## config.mk

```make
export PLATFORM = sky130hd
export DESIGN_NAME = alarm_bank
export DESIGN_NICKNAME = d
export VERILOG_FILES = /design/src/rtl/alarm_bank.sv
export SDC_FILE = /design/constraint.sdc
export NUM_CORES = 1
export LEC_CHECK = 0
export CELL_PAD_IN_SITES_DETAIL_PLACEMENT = 2
export CELL_PAD_IN_SITES_GLOBAL_PLACEMENT = 2
export CORE_MARGIN = 2
export CORE_UTILIZATION = 34
export DETAILED_ROUTE_END_ITERATION = 12
export GPL_TIMING_DRIVEN = 0
export PLACE_DENSITY = 0.78
export SKIP_LAST_GASP = 1
export SLEW_MARGIN = 15
export SYNTH_ARGS = -nofsm -noshare
export SYNTH_HDL_FRONTEND = slang
export SYNTH_SLANG_ARGS = --single-unit
```

## constraint.sdc

```tcl
create_clock -name clk -period 3.79 [get_ports clk]
set_input_delay 0.758 -clock clk [delete_from_list [all_inputs] [get_ports clk]]
set_output_delay 0.758 -clock clk [all_outputs]
set_load 0.005 [all_outputs]
```

## src/rtl/alarm_bank.sv

```systemverilog
// alarm_bank - multi-channel BCD HH:MM alarm unit for the digital clock.
//
// Each channel stores one alarm time and runs its own IDLE/ARMED/RING/SNOOZE
// state machine. A channel is compared against the running clock only on the
// minute tick. Snooze and stop act on every channel together. Editing and
// arming act on the selected channel only.
//
// Ports
//   clk          system clock, all state on the rising edge
//   rst          asynchronous, active-high reset
//   cur_time     running clock time, BCD {hr tens[13:12], hr ones[11:8],
//                min tens[7:4], min ones[3:0]}
//   min_tick     1-cycle pulse; cur_time already holds the new minute
//   sel          channel being viewed / edited
//   set_en       edit mode; inc_hr / inc_min act only while high
//   inc_hr       selected alarm hour +1 (BCD mod 24)
//   inc_min      selected alarm minute +1 (BCD mod 60, no carry)
//   arm_toggle   toggle arm state of the selected channel
//   snooze       all RING channels -> SNOOZE
//   stop         all RING / SNOOZE channels -> ARMED
//   alarm_time   BCD time of the selected channel (00:00 for an invalid sel)
//   armed        per channel: in ARMED, RING or SNOOZE
//   ringing      per channel: in RING (registered)
//   ring         OR of ringing (registered)

module alarm_bank #(
  parameter int NUM_ALARMS       = 4,
  parameter int SNOOZE_MIN       = 5,
  parameter int RING_TIMEOUT_MIN = 10,
  localparam int SEL_W           = (NUM_ALARMS > 1) ? $clog2(NUM_ALARMS) : 1
) (
  input  logic                  clk,
  input  logic                  rst,
  input  logic [13:0]           cur_time,
  input  logic                  min_tick,
  input  logic [SEL_W-1:0]      sel,
  input  logic                  set_en,
  input  logic                  inc_hr,
  input  logic                  inc_min,
  input  logic                  arm_toggle,
  input  logic                  snooze,
  input  logic                  stop,
  output logic [13:0]           alarm_time,
  output logic [NUM_ALARMS-1:0] armed,
  output logic [NUM_ALARMS-1:0] ringing,
  output logic                  ring
);

  typedef enum logic [1:0] {
    S_IDLE   = 2'd0,
    S_ARMED  = 2'd1,
    S_RING   = 2'd2,
    S_SNOOZE = 2'd3
  } state_t;

  localparam logic [3:0] SNZ_LOAD    = 4'(SNOOZE_MIN);
  localparam logic [5:0] RING_LIMIT  = 6'(RING_TIMEOUT_MIN);
  localparam logic [SEL_W:0] NUM_SEL = (SEL_W + 1)'(NUM_ALARMS);

  state_t      state_q    [NUM_ALARMS];
  state_t      state_d    [NUM_ALARMS];
  logic [13:0] time_q     [NUM_ALARMS];
  logic [13:0] time_d     [NUM_ALARMS];
  logic [3:0]  snz_cnt_q  [NUM_ALARMS];
  logic [3:0]  snz_cnt_d  [NUM_ALARMS];
  logic [5:0]  ring_cnt_q [NUM_ALARMS];
  logic [5:0]  ring_cnt_d [NUM_ALARMS];
  logic [NUM_ALARMS-1:0] sel_hit;
  logic [NUM_ALARMS-1:0] ringing_d;
  logic [NUM_ALARMS-1:0] ringing_q;
  logic                  ring_q;
  logic                  sel_valid;

  // Hours wrap 23 -> 00; otherwise the ones digit carries into the tens at 9.
  function automatic logic [13:0] bump_hour(input logic [13:0] t);
    logic [13:0] r;
    r = t;
    if (t[13:12] == 2'd2 && t[11:8] == 4'd3) begin
      r[13:8] = 6'h00;
    end else if (t[11:8] == 4'd9) begin
      r[13:12] = t[13:12] + 2'd1;
      r[11:8]  = 4'd0;
    end else begin
      r[11:8] = t[11:8] + 4'd1;
    end
    return r;
  endfunction

  // Minutes wrap 59 -> 00 without touching the hour field.
  function automatic logic [13:0] bump_minute(input logic [13:0] t);
    logic [13:0] r;
    r = t;
    if (t[7:4] == 4'd5 && t[3:0] == 4'd9) begin
      r[7:0] = 8'h00;
    end else if (t[3:0] == 4'd9) begin
      r[7:4] = t[7:4] + 4'd1;
      r[3:0] = 4'd0;
    end else begin
      r[3:0] = t[3:0] + 4'd1;
    end
    return r;
  endfunction

  // Out-of-range sel values select no channel, so edits and arming vanish
  // and the display shows 00:00.
  always_comb begin
    sel_valid = ({1'b0, sel} < NUM_SEL);
    for (int i = 0; i < NUM_ALARMS; i++) begin
      sel_hit[i] = sel_valid && (sel == SEL_W'(i));
    end
  end

  always_comb begin
    alarm_time = 14'h0000;
    for (int i = 0; i < NUM_ALARMS; i++) begin
      if (sel_hit[i]) alarm_time = time_q[i];
    end
  end

  // NOTE: every signal driven here gets its hold value first, so no path
  // through the if/else chain can leave one unassigned and infer a latch.
  always_comb begin
    for (int i = 0; i < NUM_ALARMS; i++) begin
      state_d[i]    = state_q[i];
      time_d[i]     = time_q[i];
      snz_cnt_d[i]  = snz_cnt_q[i];
      ring_cnt_d[i] = ring_cnt_q[i];

      // Editing is locked out only while the channel is actually ringing.
      if (set_en && sel_hit[i] && state_q[i] != S_RING) begin
        if (inc_hr)  time_d[i] = bump_hour(time_d[i]);
        if (inc_min) time_d[i] = bump_minute(time_d[i]);
      end

      // Only the highest-priority applicable event acts; the rest are dropped.
      if (arm_toggle && sel_hit[i]) begin
        state_d[i] = (state_q[i] == S_IDLE) ? S_ARMED : S_IDLE;
      end else if (stop && (state_q[i] == S_RING || state_q[i] == S_SNOOZE)) begin
        state_d[i] = S_ARMED;
      end else if (snooze && state_q[i] == S_RING) begin
        state_d[i]   = S_SNOOZE;
        snz_cnt_d[i] = SNZ_LOAD;
      end else if (min_tick) begin
        case (state_q[i])
          S_ARMED: begin
            if (cur_time == time_q[i]) begin
              state_d[i]    = S_RING;
              ring_cnt_d[i] = 6'd0;
            end
          end
          S_RING: begin
            ring_cnt_d[i] = ring_cnt_q[i] + 6'd1;
            if (ring_cnt_q[i] + 6'd1 == RING_LIMIT) state_d[i] = S_ARMED;
          end
          S_SNOOZE: begin
            snz_cnt_d[i] = snz_cnt_q[i] - 4'd1;
            if (snz_cnt_q[i] == 4'd1) begin
              state_d[i]    = S_RING;
              ring_cnt_d[i] = 6'd0;
            end
          end
          default: ;
        endcase
      end

      ringing_d[i] = (state_d[i] == S_RING);
    end
  end

  // NOTE: the stored alarm times are cleared by reset like any other flop;
  // a power-on alarm must read 00:00, not whatever the register array held.
  always_ff @(posedge clk or posedge rst) begin
    if (rst) begin
      for (int i = 0; i < NUM_ALARMS; i++) begin
        state_q[i]    <= S_IDLE;
        time_q[i]     <= 14'h0000;
        snz_cnt_q[i]  <= 4'd0;
        ring_cnt_q[i] <= 6'd0;
      end
      ringing_q <= '0;
      ring_q    <= 1'b0;
    end else begin
      // NOTE: non-blocking updates so every flop samples pre-edge values.
      for (int i = 0; i < NUM_ALARMS; i++) begin
        state_q[i]    <= state_d[i];
        time_q[i]     <= time_d[i];
        snz_cnt_q[i]  <= snz_cnt_d[i];
        ring_cnt_q[i] <= ring_cnt_d[i];
      end
      ringing_q <= ringing_d;
      ring_q    <= |ringing_d;
    end
  end

  always_comb begin
    for (int i = 0; i < NUM_ALARMS; i++) begin
      armed[i] = (state_q[i] != S_IDLE);
    end
  end

  assign ringing = ringing_q;
  assign ring    = ring_q;

endmodule

```

---- Word-level counts from Yosys, hierarchy flattened ----
Index checks and enable logic that the tools add are counted.
storage, ports and cells
  register bits after elaboration ......... 109
  bits in latches ......................... 0
  RAM bits ................................ 0
  bits in read-only memories .............. 0
  input bits .............................. 25
  output and inout port bits .............. 23
  logic and storage cells ................. 279
  memories ................................ 0
cells by class
  add/subtract/negate cells ............... 24
  multiply operators ...................... 0
  divide/modulo/power cells ............... 0
  order comparisons ....................... 0
  eq/ne operators ......................... 63
  shift operators ......................... 0
  mux-type cells .......................... 100
  bitwise logic cells ..................... 12
  reductions and logical operators ........ 62
operator list
  kind                 count
  $mux 14              12
  $mux 4               24
  $mux 6               12
  $pmux 6 s3           4
  $mux 2               32
  $mux 8               8
  $eq 14x14->1         4
  $add 4x1->4 const B  12
  $eq 2x2->1 const B   18
  $eq 4x4->1 const B   8
  $logic_and 1x1->1    28
  $reduce_and 7->1     4
  $add 6x1->6 const B  4
  $eq 6x4->1 const B   4
  $pmux 2 s3           4
  $reduce_bool 2->1    12
  $eq 4x1->1 const B   4
  $eq 4x2->1 const B   4
  $eq 4x3->1 const B   4
  $ne 2x2->1 const B   8
  $reduce_and 4->1     4
  $sub 4x1->4 const B  4
  $not 1->1            12
  $reduce_bool 3->1    4
  7 further kinds      27

---- Longest topological paths before layout ----
Gate-level depths: netlist (run 1).
  depth in word-level cells ............... 10
  depth in mapped cells ................... 9
  mapped depth without buffers ............ 9

---- Worst setup path before layout (run 1) ----
No wires, ideal clock.
  kind .................................... input to output
  start point ............................. input port sel[0]
  end point ............................... output port alarm_time[11]
  arrival ................................. 1.981 ns
  setup slack ............................. 1.051 ns
  cell stages on the path ................. 3
  path buffers ............................ 2
  cell sequence ........................... buf_2 > buf_1 > mux4_2
between the ends
  longest elaborated chain between the ends .. 5
  elaborated cells between the ends (all ways) .. 8
  classes of those cells .................. eq/ne: 3; mux: 4; reduce/logical: 1
ends and longest elaborated chain
  element               RTL line  source
  start, declared       36        input logic [SEL_W-1:0] sel,
  $logic_not 2->1       109       sel_hit[i] = sel_valid && (sel == SEL_W'(i));
  $mux 14 (3 in a row)  116       if (sel_hit[i]) alarm_time = time_q[i];
  $mux 14 (*)           116
  end, declared         43        output logic [13:0] alarm_time,
Mark *: on every way between the ends. The rest lies on a longest branch, timed or not.

---- Worst setup path in the final report (run 1) ----
  start point ............................. input port sel[0]
  end point ............................... output port alarm_time[5]
Same word-level chain as after synthesis.

==> results of run 1 <==
## synth_stat cells, types with 2 or more instances
cell      count  area share
o211ai_1      3      0.0031
nand2b_1      8      0.0070
nor4_1       13       0.011
xnor2_1      54       0.066
nand4_1      19       0.017
or3_1        11      0.0096
a221oi_1      2      0.0024
inv_1        32       0.017
a31o_2        2      0.0024
nor2_1       42       0.022
nand3b_1      8      0.0084
a31oi_1       9      0.0078
mux2_2        7       0.011
or4_1         6      0.0063
mux4_2       14       0.044
ha_1         30       0.052
mux2i_1       4      0.0056
nor3b_1      10       0.010
a21o_1       17       0.018
and3_1       13       0.011
o22ai_1       3      0.0026
a22o_1        6      0.0073
buf_1         2      0.0010
o31ai_1      13       0.014
a311oi_1      4      0.0049
a32o_1        2      0.0028
o21ai_0      64       0.045
a21oi_1      26       0.018
buf_2        11      0.0077
nor4b_1       3      0.0037
nor3_1       29       0.020
nor4bb_1      2      0.0028
or2_2         5      0.0044
xor2_1       19       0.023
buf_6         2      0.0031
nor2b_1      21       0.018
and2_1        8      0.0070
dfrtp_1     109        0.38
clkbuf_1     25       0.013
nand2_1      81       0.042
nand3_1      29       0.020
## worst max-delay path, stage by stage
cell and delay [ns]:
clkdlybuf4s50_1 0.58, clkbuf_4 0.30, buf_4 0.28, mux4_2 0.56, clkdlybuf4s50_1 0.47
## flip-flops by register name, summed over array words and instances (netlist names)
name / cells
time_q: 56
ring_cnt_q: 24
snz_cnt_q: 16
state_q: 8
ringing: 4
ring: 1
## placed cells by master (no fill, tap or decap), types with 7 or more instances in the layout
cell	netlist	layout
clkbuf_16	0	9
mux2_2	7	7
xnor2_1	54	54
xor2_1	19	19
and3_1	13	13
o31ai_1	13	13
nor2_1	42	42
nand4_1	19	19
ha_1	30	30
a21oi_1	26	26
or3_1	11	11
and2_1	8	8
nor3_1	29	29
clkbuf_1	25	26
o21ai_0	64	64
a21o_1	17	17
mux4_2	14	14
inv_1	32	31
nand3_1	29	29
a31oi_1	9	9
dfrtp_1	109	109
nand3b_1	8	8
nand2b_1	8	8
nor2b_1	21	21
clkdlybuf4s50_1	0	41
nor3b_1	10	10
nand2_1	81	81
nor4_1	13	13
buf_2	11	11
## metal layers
| metal | up-vias | share of wire | GRT usage |
|---|---|---|---|
| met5 | - | 0 | 0 |
| met4 | 0 | 0.015 | 0.05095 |
| met3 | 19 | 0.027 | 0.03394 |
| met2 | 75 | 0.51 | 0.3661 |
| met1 | 3168 | 0.45 | 0.2708 |
| li1 | 2931 | - | - |
## final timing paths
kind	end	slack [ns]	cells after the start
worst min-delay path	ring_cnt_q[17]$_DFFE_PP0P_	0.48	1
max in group asynchronous	time_q[23]$_DFFE_PP0P_	2.26	3
worst min register to register	ring_cnt_q[17]$_DFFE_PP0P_	0.48	1
worst max-delay path	alarm_time[5]	0.07	5
worst max register to register	ring_cnt_q[5]$_DFFE_PP0P_	0.85	8
min in group asynchronous	ring_cnt_q[22]$_DFFE_PP0P_	0.86	2
## power groups by stage
| stage | combinational [mW] | sequential [mW] | clock (mW) |
|---|---|---|---|
| global route | 1.50 | 1.71 | 1.10 |
| floorplan | 0.924 | 1.58 | 0 |
| finish | 1.34 | 1.66 | 1.02 |
| global placement | 1.28 | 1.67 | 0 |
| detailed placement | 1.34 | 1.69 | 0 |
| CTS | 1.35 | 1.67 | 1.05 |
## what timing repair did
action                                 CTS  global route
pin swaps                                0             0
hold buffers                             0             0
setup endpoints to repair               13             5
endpoints found under the hold margin    0             0
cloned                                   0             0
resized for setup                        6             1
## cells by family after synthesis
logic type / Yosys count / share of synthesized area
flip-flops: 109 / 0.3796
buffers and inverters: 73 / 0.04231
multiplexers: 25 / 0.06042
AND/OR/NAND/NOR: 316 / 0.2316
adder cells (fa/ha/maj): 30 / 0.05224
XOR/XNOR: 73 / 0.08898
AO/OA/AOI/OAI: 164 / 0.1449
## final cells by class
cell class	instances	area (um^2)	share of cell area
multi-input cells	608	4154	0.5017
flip-flops and latches	109	2728	0.3294
repair buffers	42	437.9	0.05289
well taps	275	344.1	0.04155
clock buffers	13	270.3	0.03264
plain buffers	41	191.4	0.02312
inverters	32	125.1	0.01511
clock inverters	1	30.03	0.003626
==> reports/metrics.cfg, run 1 <==
[routing]
first_iter_violations = 270
drc = 0
totalWireLength_um = 22000
vias = 6193
ant_nets = 0
drt_first_pass_iters = 4
drt-vias-per-instance = 5.525
wl_per_cell_um = 19.63

[yosys]
async_flop_share = 1.000
ys_ff_latch = 109
syn-num-nets = 845
synth_warnings = 0
synth_seq_area_share = 0.3796
synth_ff_type = dfrtp_1
synth_area_mm2 = 0.007186
syn_inst = 790
synth_edf_count = 0
synthDistinctLibCells = 63
synth_area_per_cell_um2 = 9.096

[power_and_ir_drop]
p_sw_mw = 1.444
comb_power_share = 0.333
p_int_mw = 2.574
switching_share = 0.3594
ir_drop_uv = 234.3
pwr_density_cell_mw_per_mm2 = 485.3
p_leak_nw = 3.441
power.share.clock = 0.253
power.total_mw = 4.019
sequentialPowerShare = 0.414

[floorplan]
die_area_mm2 = 0.02231
num_io_pins = 48
initial_core_util = 0.3440
chipHeight_um = 149.4
core-area_mm2 = 0.02089
row_count = 53
die_x_um = 149.4

[clock_network]
clock-sinks = 109
clkLatencyLatePin_ns = 0.36
clk_pin_slew_ns = 0.07
cts_made_buffers = 9
htree_levels = 3
post-cts-setup-buffers = 0
cts-root-buf = clkbuf_16
cts_tree = yes
cts-root-to-sink-buffers = 2

[global_route]
grt_first_pass_wirelength_um = 36360
antenna_found_initial = 0
track_usage = 0.2096
grt_max_degree = 58
grt-ovfl-total = 0
grt_pass1_vias = 6681

[placed_design]
placed_area_mm2 = 0.007973
port_buffers = 41
placedCellCount = 1107
dpl_worst_slack_ns = -0.4177
gp_congestion = 0.8131
dp_hpwl_um = 16610

[cells_and_area]
fin_area_mm2 = 0.008280
nFillCells = 2354
antennaDiodeCount = 0
nets = 898
areaGrowthSynthToFinish_pct = 15.24
drive_above_1_share = 0.07565
utilization = 0.3964
finalNonFillerCells = 1121

[sta]
worst_slack_ns = 0.06799
finalHoldViolCount = 0
setup_viol = 0
skew_ns = 0.005663
rsz0062_at_grt = no
fmax_ghz = 0.2687
period_share = 0.9821
fin_crit_ns = 3.722
relSlewSlack = 0.2359
maxSlewViolCount = 0
fin_hold_ws_ns = 0.4754
tightestPinTransition_ns = 1.136
setup-tns-final_ns = 0

[worst_setup_path]
crit_arrival_ns = 2.96
cp_data_required_time_ns = 3.03
cp-startpoint = sel[0]
critPathKind = primary input to output pin
path_max_fanout = 10
reg2reg_from = time_q[1]$_DFFE_PP0P_
cp-end-kind = output pin
cp-start-kind = primary input

[worst_hold_path]
hold_start = ring_cnt_q[17]$_DFFE_PP0P_
min_path_type = register to register

[outcome]
status = finished clean

[run]
cap_violations = 0

Note: power is estimated with default switching activity, not from simulation.
==> run 2: changes to the inputs <==
--- a/config.mk
+++ b/config.mk
@@ -11,6 +11,7 @@
 export CORE_UTILIZATION = 34
 export DETAILED_ROUTE_END_ITERATION = 12
 export GPL_TIMING_DRIVEN = 0
+export MAX_ROUTING_LAYER = met4
 export PLACE_DENSITY = 0.78
 export SKIP_LAST_GASP = 1
 export SLEW_MARGIN = 15
==> run 2 against run 1 <==
Register-to-register slack improved by 0.09 ns. Clock-buffer cell count unchanged. Final area unchanged. Setup slack improved by 0.039 ns. Sequential share of layout area unchanged. Die area unchanged. Sequential cell count unchanged. Clock skew about the same. First-iteration DRC count increased by 4.4%. Worst hold slack about the same. Combinational power about the same. Via count about the same. Critical path type unchanged. Highest routed layer unchanged.
==> reports/metrics.cfg, run 2 (synthesis results as in run 1) <==
[clock_network]
clock-sinks = 109  ; unchanged
cts-root-buf = clkbuf_16
cts_made_buffers = 9  ; unchanged
clkLatencyLatePin_ns = 0.36  ; about the same
cts_tree = yes
htree_levels = 3  ; unchanged
clk_pin_slew_ns = 0.07  ; about the same
holdBufCountCts = 0  ; unchanged
cts-root-to-sink-buffers = 2  ; unchanged

[cells_and_area]
layout_commonest_cell = dfrtp_1
utilization = 0.3964  ; unchanged
largest_reg_flops = 56  ; unchanged
largest_registers = time_q: 56 flops, ring_cnt_q: 24 flops, snz_cnt_q: 16 flops
drive_above_1_share = 0.07565  ; unchanged
areaGrowthSynthToFinish_pct = 15.24  ; unchanged
nets = 898  ; unchanged
multi_input_comb_area_mm2 = 0.004154  ; unchanged
final_cell_mix = dfrtp_1, nand2_1, o21ai_0
antennaDiodeCount = 0  ; unchanged
seq_area_mm2 = 0.002728  ; unchanged
nFillCells = 2354  ; unchanged
regMostFlops = time_q

[floorplan]
die_x_um = 149.4  ; unchanged
row_count = 53  ; unchanged
num_io_pins = 48  ; unchanged
initial_core_util = 0.3440  ; unchanged
die_area_mm2 = 0.02231  ; unchanged
core-area_mm2 = 0.02089  ; unchanged
chipHeight_um = 149.4  ; unchanged

[sta]
setup_viol = 0  ; unchanged
period_share = 0.9717  ; -0.01039
fin_crit_ns = 3.683  ; -0.03937 ns
maxSlewViolCount = 0  ; unchanged
skew_ns = 0.005204  ; -0.0004588 ns
fin_hold_ws_ns = 0.4754  ; +0.00001300 ns
worst_slack_ns = 0.1074  ; +0.03937 ns
fmax_ghz = 0.2715  ; +1.1%
finalHoldViolCount = 0  ; unchanged
rsz0062_at_grt = no
tightestPinTransition_ns = 1.028  ; -0.1080 ns
relSlewSlack = 0.3085  ; +0.07267

[power_and_ir_drop]
power.share.clock = 0.253  ; about the same
switching_share = 0.3580  ; -0.001345
pwr_density_cell_mw_per_mm2 = 484.4  ; -0.20%
sequentialPowerShare = 0.414  ; about the same
p_sw_mw = 1.436  ; -0.57%
p_leak_nw = 3.441  ; unchanged
comb_power_share = 0.333  ; about the same
p_int_mw = 2.575  ; about the same
ir_drop_uv = 234.4  ; about the same

[placed_design]
gp_congestion = 0.8251  ; +1.5%
port_buffers = 41  ; unchanged
dpl_worst_slack_ns = -0.4177  ; unchanged
dp_hpwl_um = 16610  ; unchanged

[routing]
totalWireLength_um = 21970  ; -0.14%
vias = 6198  ; +0.081%
drt-vias-per-instance = 5.529  ; about the same
drc = 0  ; unchanged
drt_first_pass_iters = 4  ; unchanged
first_iter_violations = 282  ; +4.4%
ant_nets = 0  ; unchanged
wl_per_cell_um = 19.60  ; -0.14%

[worst_setup_path]
cp-startpoint = sel[0]
reg2reg_from = time_q[10]$_DFFE_PP0P_
reg2reg_slack_ns = 0.94  ; +0.09 ns
cp-end-kind = output pin
path_max_fanout = 10  ; unchanged
r2r_end = ring_cnt_q[5]$_DFFE_PP0P_
critPathKind = primary input to output pin
cp-endpoint = alarm_time[5]
cp-start-kind = primary input
crit_arrival_ns = 2.92  ; -0.04 ns
cp_data_required_time_ns = 3.03  ; about the same
reg2reg_depth = 8  ; unchanged

[global_route]
grt_first_pass_wirelength_um = 36420  ; +0.15%
grt_pass1_vias = 6683  ; +0.030%
grt_max_degree = 58  ; unchanged
grt-ovfl-total = 0  ; unchanged
track_usage = 0.2158  ; +0.006181
antenna_found_initial = 0  ; unchanged

[worst_hold_path]
min_path_type = register to register

[outcome]
status = finished clean

[run]
cap_violations = 0  ; unchanged

run 2: cell counts in the layout (fill, tap and decap cells not counted):
No cell type changed its count.
run 2: how the worst min path moves through the flow:
stage	cells past startpoint	slack, ns	startpoint	to
3_3_place_gp	1	0.46	ring_cnt_q[17]$_DFFE_PP0P_	ring_cnt_q[17]$_DFFE_PP0P_
2_1_floorplan	1	0.44	ring_cnt_q[17]$_DFFE_PP0P_	ring_cnt_q[17]$_DFFE_PP0P_
5_1_grt	1	0.49	ring_cnt_q[17]$_DFFE_PP0P_	ring_cnt_q[17]$_DFFE_PP0P_
4_1_cts	1	0.48	ring_cnt_q[17]$_DFFE_PP0P_	ring_cnt_q[17]$_DFFE_PP0P_
6_report	1	0.48	ring_cnt_q[17]$_DFFE_PP0P_	ring_cnt_q[17]$_DFFE_PP0P_
3_5_place_dp	1	0.47	ring_cnt_q[17]$_DFFE_PP0P_	ring_cnt_q[17]$_DFFE_PP0P_
run 2: critical path, cell delays in order:
cell and delay, ns:
clkdlybuf4s50_1 0.56, clkbuf_4 0.30, buf_4 0.28, mux4_2 0.55
clkdlybuf4s50_1 0.47
run 2: repair_timing:
action / CTS / global route
endpoints found under the setup margin: 13 / 5
buffers inserted: 0 / 0
gates resized for setup: 6 / 1
run 2: stage by stage:
stage	area [um^2]	instances	total power, mW	TNS [ns]
2_1_floorplan	7186	790	2.504	0
3_3_place_gp	7940	1106	2.957	-210.90
3_5_place_dp	7973	1107	3.027	-3.441
4_1_cts	8278	1121	4.070	0
5_1_grt	8280	1121	4.306	0
6_report	8280	1121	4.011	0
run 2: final cells by class:
type,count,area share
clock inverters,1,0.003626
multi-input cells,608,0.5017
inverters,32,0.01511
repair buffers,42,0.05289
well taps,275,0.04155
clock buffers,13,0.03264
flip-flops and latches,109,0.3294
plain buffers,41,0.02312
run 2: metal layers:
metal  up-vias  share of wire  global-route usage  routed length (um)
met2        86           0.51              0.3663               11200
met3        19          0.036             0.03394                 782
met1      3166           0.44              0.2706                9676
li1       2927              -                   -                   -
met4         0          0.014             0.05095                 314
met5         -              0                   -                   0
run 2: power by group through the flow:
stage	Sequential [mW]	Combinational, mW	Clock (mW)
floorplan	1.58	0.924	0
global placement	1.67	1.28	0
detailed placement	1.69	1.34	0
CTS	1.67	1.35	1.05
global route	1.71	1.50	1.10
finish	1.66	1.33	1.01
==> run 3: changes to the inputs <==
--- a/config.mk
+++ b/config.mk
@@ -9,6 +9,7 @@
 export CELL_PAD_IN_SITES_GLOBAL_PLACEMENT = 2
 export CORE_MARGIN = 2
 export CORE_UTILIZATION = 34
+export CTS_BUF_LIST = sky130_fd_sc_hd__clkbuf_16
 export DETAILED_ROUTE_END_ITERATION = 12
 export GPL_TIMING_DRIVEN = 0
 export MAX_ROUTING_LAYER = met4
==> run 3 against run 2 <==
Routed wire length hardly changed. Combinational power about the same. Clock power down 6%. Highest routed layer unchanged. Setup slack worse by 0.012 ns.
==> reports/metrics.cfg, run 3 (synthesis results as in run 1) <==
[routing]
vias = 6188  ; -0.16%
totalWireLength_um = 21990  ; about the same
drt-vias-per-instance = 5.520  ; -0.16%
ant_nets = 0  ; unchanged
wl_per_cell_um = 19.62  ; about the same
first_iter_violations = 246  ; -13%
drt_first_pass_iters = 4  ; unchanged
drc = 0  ; unchanged

[sta]
tightestPinTransition_ns = 0.9666  ; -0.06115 ns
fin_hold_ws_ns = 0.4759  ; +0.0004530 ns
finalHoldViolCount = 0  ; unchanged
rsz0062_at_grt = no
skew_ns = 0.008363  ; +0.003159 ns
maxSlewViolCount = 0  ; unchanged
relSlewSlack = 0.3497  ; +0.04114
setup-tns-final_ns = 0  ; unchanged
fmax_ghz = 0.2707  ; -0.32%
setup_viol = 0  ; unchanged
fin_crit_ns = 3.694  ; +0.01166 ns
worst_slack_ns = 0.09570  ; -0.01166 ns
period_share = 0.9747  ; +0.003076

[global_route]
grt_first_pass_wirelength_um = 36430  ; about the same
track_usage = 0.2161  ; +0.0002681
grt-ovfl-total = 0  ; unchanged
grt_pass1_vias = 6653  ; -0.45%
antenna_found_initial = 0  ; unchanged
grt_max_degree = 58  ; unchanged

[placed_design]
port_buffers = 41  ; unchanged
placedCellCount = 1107  ; unchanged
dp_hpwl_um = 16610  ; unchanged
gp_congestion = 0.8251  ; unchanged
placed_area_mm2 = 0.007973  ; unchanged
dpl_worst_slack_ns = -0.4177  ; unchanged

[worst_setup_path]
crit_arrival_ns = 2.94  ; +0.02 ns
crit_chain = clkdlybuf4s50_1, clkbuf_4, buf_4, mux4_2, clkdlybuf4s50_1
crit_family = buffers and inverters
reg2reg_from = time_q[10]$_DFFE_PP0P_
cp-end-kind = output pin
path_max_fanout = 10  ; unchanged
cp-start-kind = primary input
cp_num_buf_inv = 4  ; unchanged
crit_slowest_cell = clkdlybuf4s50_1
slowest_delay_ns = 0.57  ; about the same
reg2reg_slack_ns = 0.95  ; about the same
critPathKind = primary input to output pin
reg2reg_depth = 8  ; unchanged
cpMostUsedCell = clkdlybuf4s50_1
cp_data_required_time_ns = 3.03  ; about the same
r2r_end = ring_cnt_q[5]$_DFFE_PP0P_

[floorplan]
row_count = 53  ; unchanged
die_x_um = 149.4  ; unchanged
die_area_mm2 = 0.02231  ; unchanged
initial_core_util = 0.3440  ; unchanged
num_io_pins = 48  ; unchanged
chipHeight_um = 149.4  ; unchanged
core-area_mm2 = 0.02089  ; unchanged

[clock_network]
htree_levels = 3  ; unchanged
clk_pin_slew_ns = 0.07  ; about the same
cts_made_buffers = 9  ; unchanged
clock-sinks = 109  ; unchanged
cts-root-to-sink-buffers = 2  ; unchanged
cts-root-buf = clkbuf_16
cts_tree = yes
holdBufCountCts = 0  ; unchanged
clkLatencyLatePin_ns = 0.36  ; about the same

[cells_and_area]
final_cell_mix = dfrtp_1, nand2_1, o21ai_0
antennaDiodeCount = 0  ; unchanged
drive_above_1_share = 0.07210  ; -0.003546
nFillCells = 2360  ; +0.25%
regMostFlops = time_q
nets = 898  ; unchanged
utilization = 0.3950  ; -0.001437
largest_registers = time_q: 56 flops, ring_cnt_q: 24 flops, snz_cnt_q: 16 flops
largest_reg_flops = 56  ; unchanged
fin_area_mm2 = 0.008250  ; -0.36%
areaGrowthSynthToFinish_pct = 14.82
layout_commonest_cell = dfrtp_1
finalNonFillerCells = 1121  ; unchanged

[worst_hold_path]
hold-path-cell-count = 1  ; unchanged
hold_start = ring_cnt_q[17]$_DFFE_PP0P_
hold_end = ring_cnt_q[17]$_DFFE_PP0P_
min_path_type = register to register

[power_and_ir_drop]
power.total_mw = 3.947  ; -1.6%
ir_drop_uv = 235.9  ; +0.61%
p_leak_nw = 3.429  ; -0.37%
pwr_density_cell_mw_per_mm2 = 478.4  ; -1.2%

[run]
cap_violations = 0  ; unchanged

[outcome]
status = finished clean

run 3: layout make-up:
type                    count  area, um^2  share of cell area
clock inverters             5       45.04            0.005460
repair buffers             42       437.9             0.05308
clock buffers               9       225.2             0.02730
plain buffers              41       191.4             0.02320
flip-flops and latches    109        2728              0.3306
well taps                 275       344.1             0.04170
inverters                  32       125.1             0.01517
multi-input cells         608        4154              0.5035
run 3: worst max path at each step:
stage / to / from / cells past startpoint
floorplan: ring$_DFF_PP0_ / rst / 1
global placement: ringing[2]$_DFF_PP0_ / rst / 2
detailed placement: alarm_time[11] / sel[0] / 5
CTS: alarm_time[5] / sel[0] / 5
global route: alarm_time[5] / sel[0] / 5
finish: alarm_time[5] / sel[0] / 5
run 3: where the power goes:
part / internal (mW) / switching [mW]
Clock: 0.498 / 0.452
Sequential: 1.37 / 0.295
Combinational: 0.645 / 0.689
run 3: metal layers:
layer / GRT usage / share of wire / up-vias
met5: - / 0 / -
met4: 0.05333 / 0.016 / 0
met3: 0.03456 / 0.028 / 19
met2: 0.3642 / 0.51 / 75
met1: 0.2718 / 0.45 / 3166
li1: - / - / 2928
run 3: repair_timing:
item	4_1_cts	5_1_grt
cloned	0	0
resized for setup	6	1
endpoints found under the setup margin	13	5
hold endpoints to repair	0	0
setup buffers	0	0
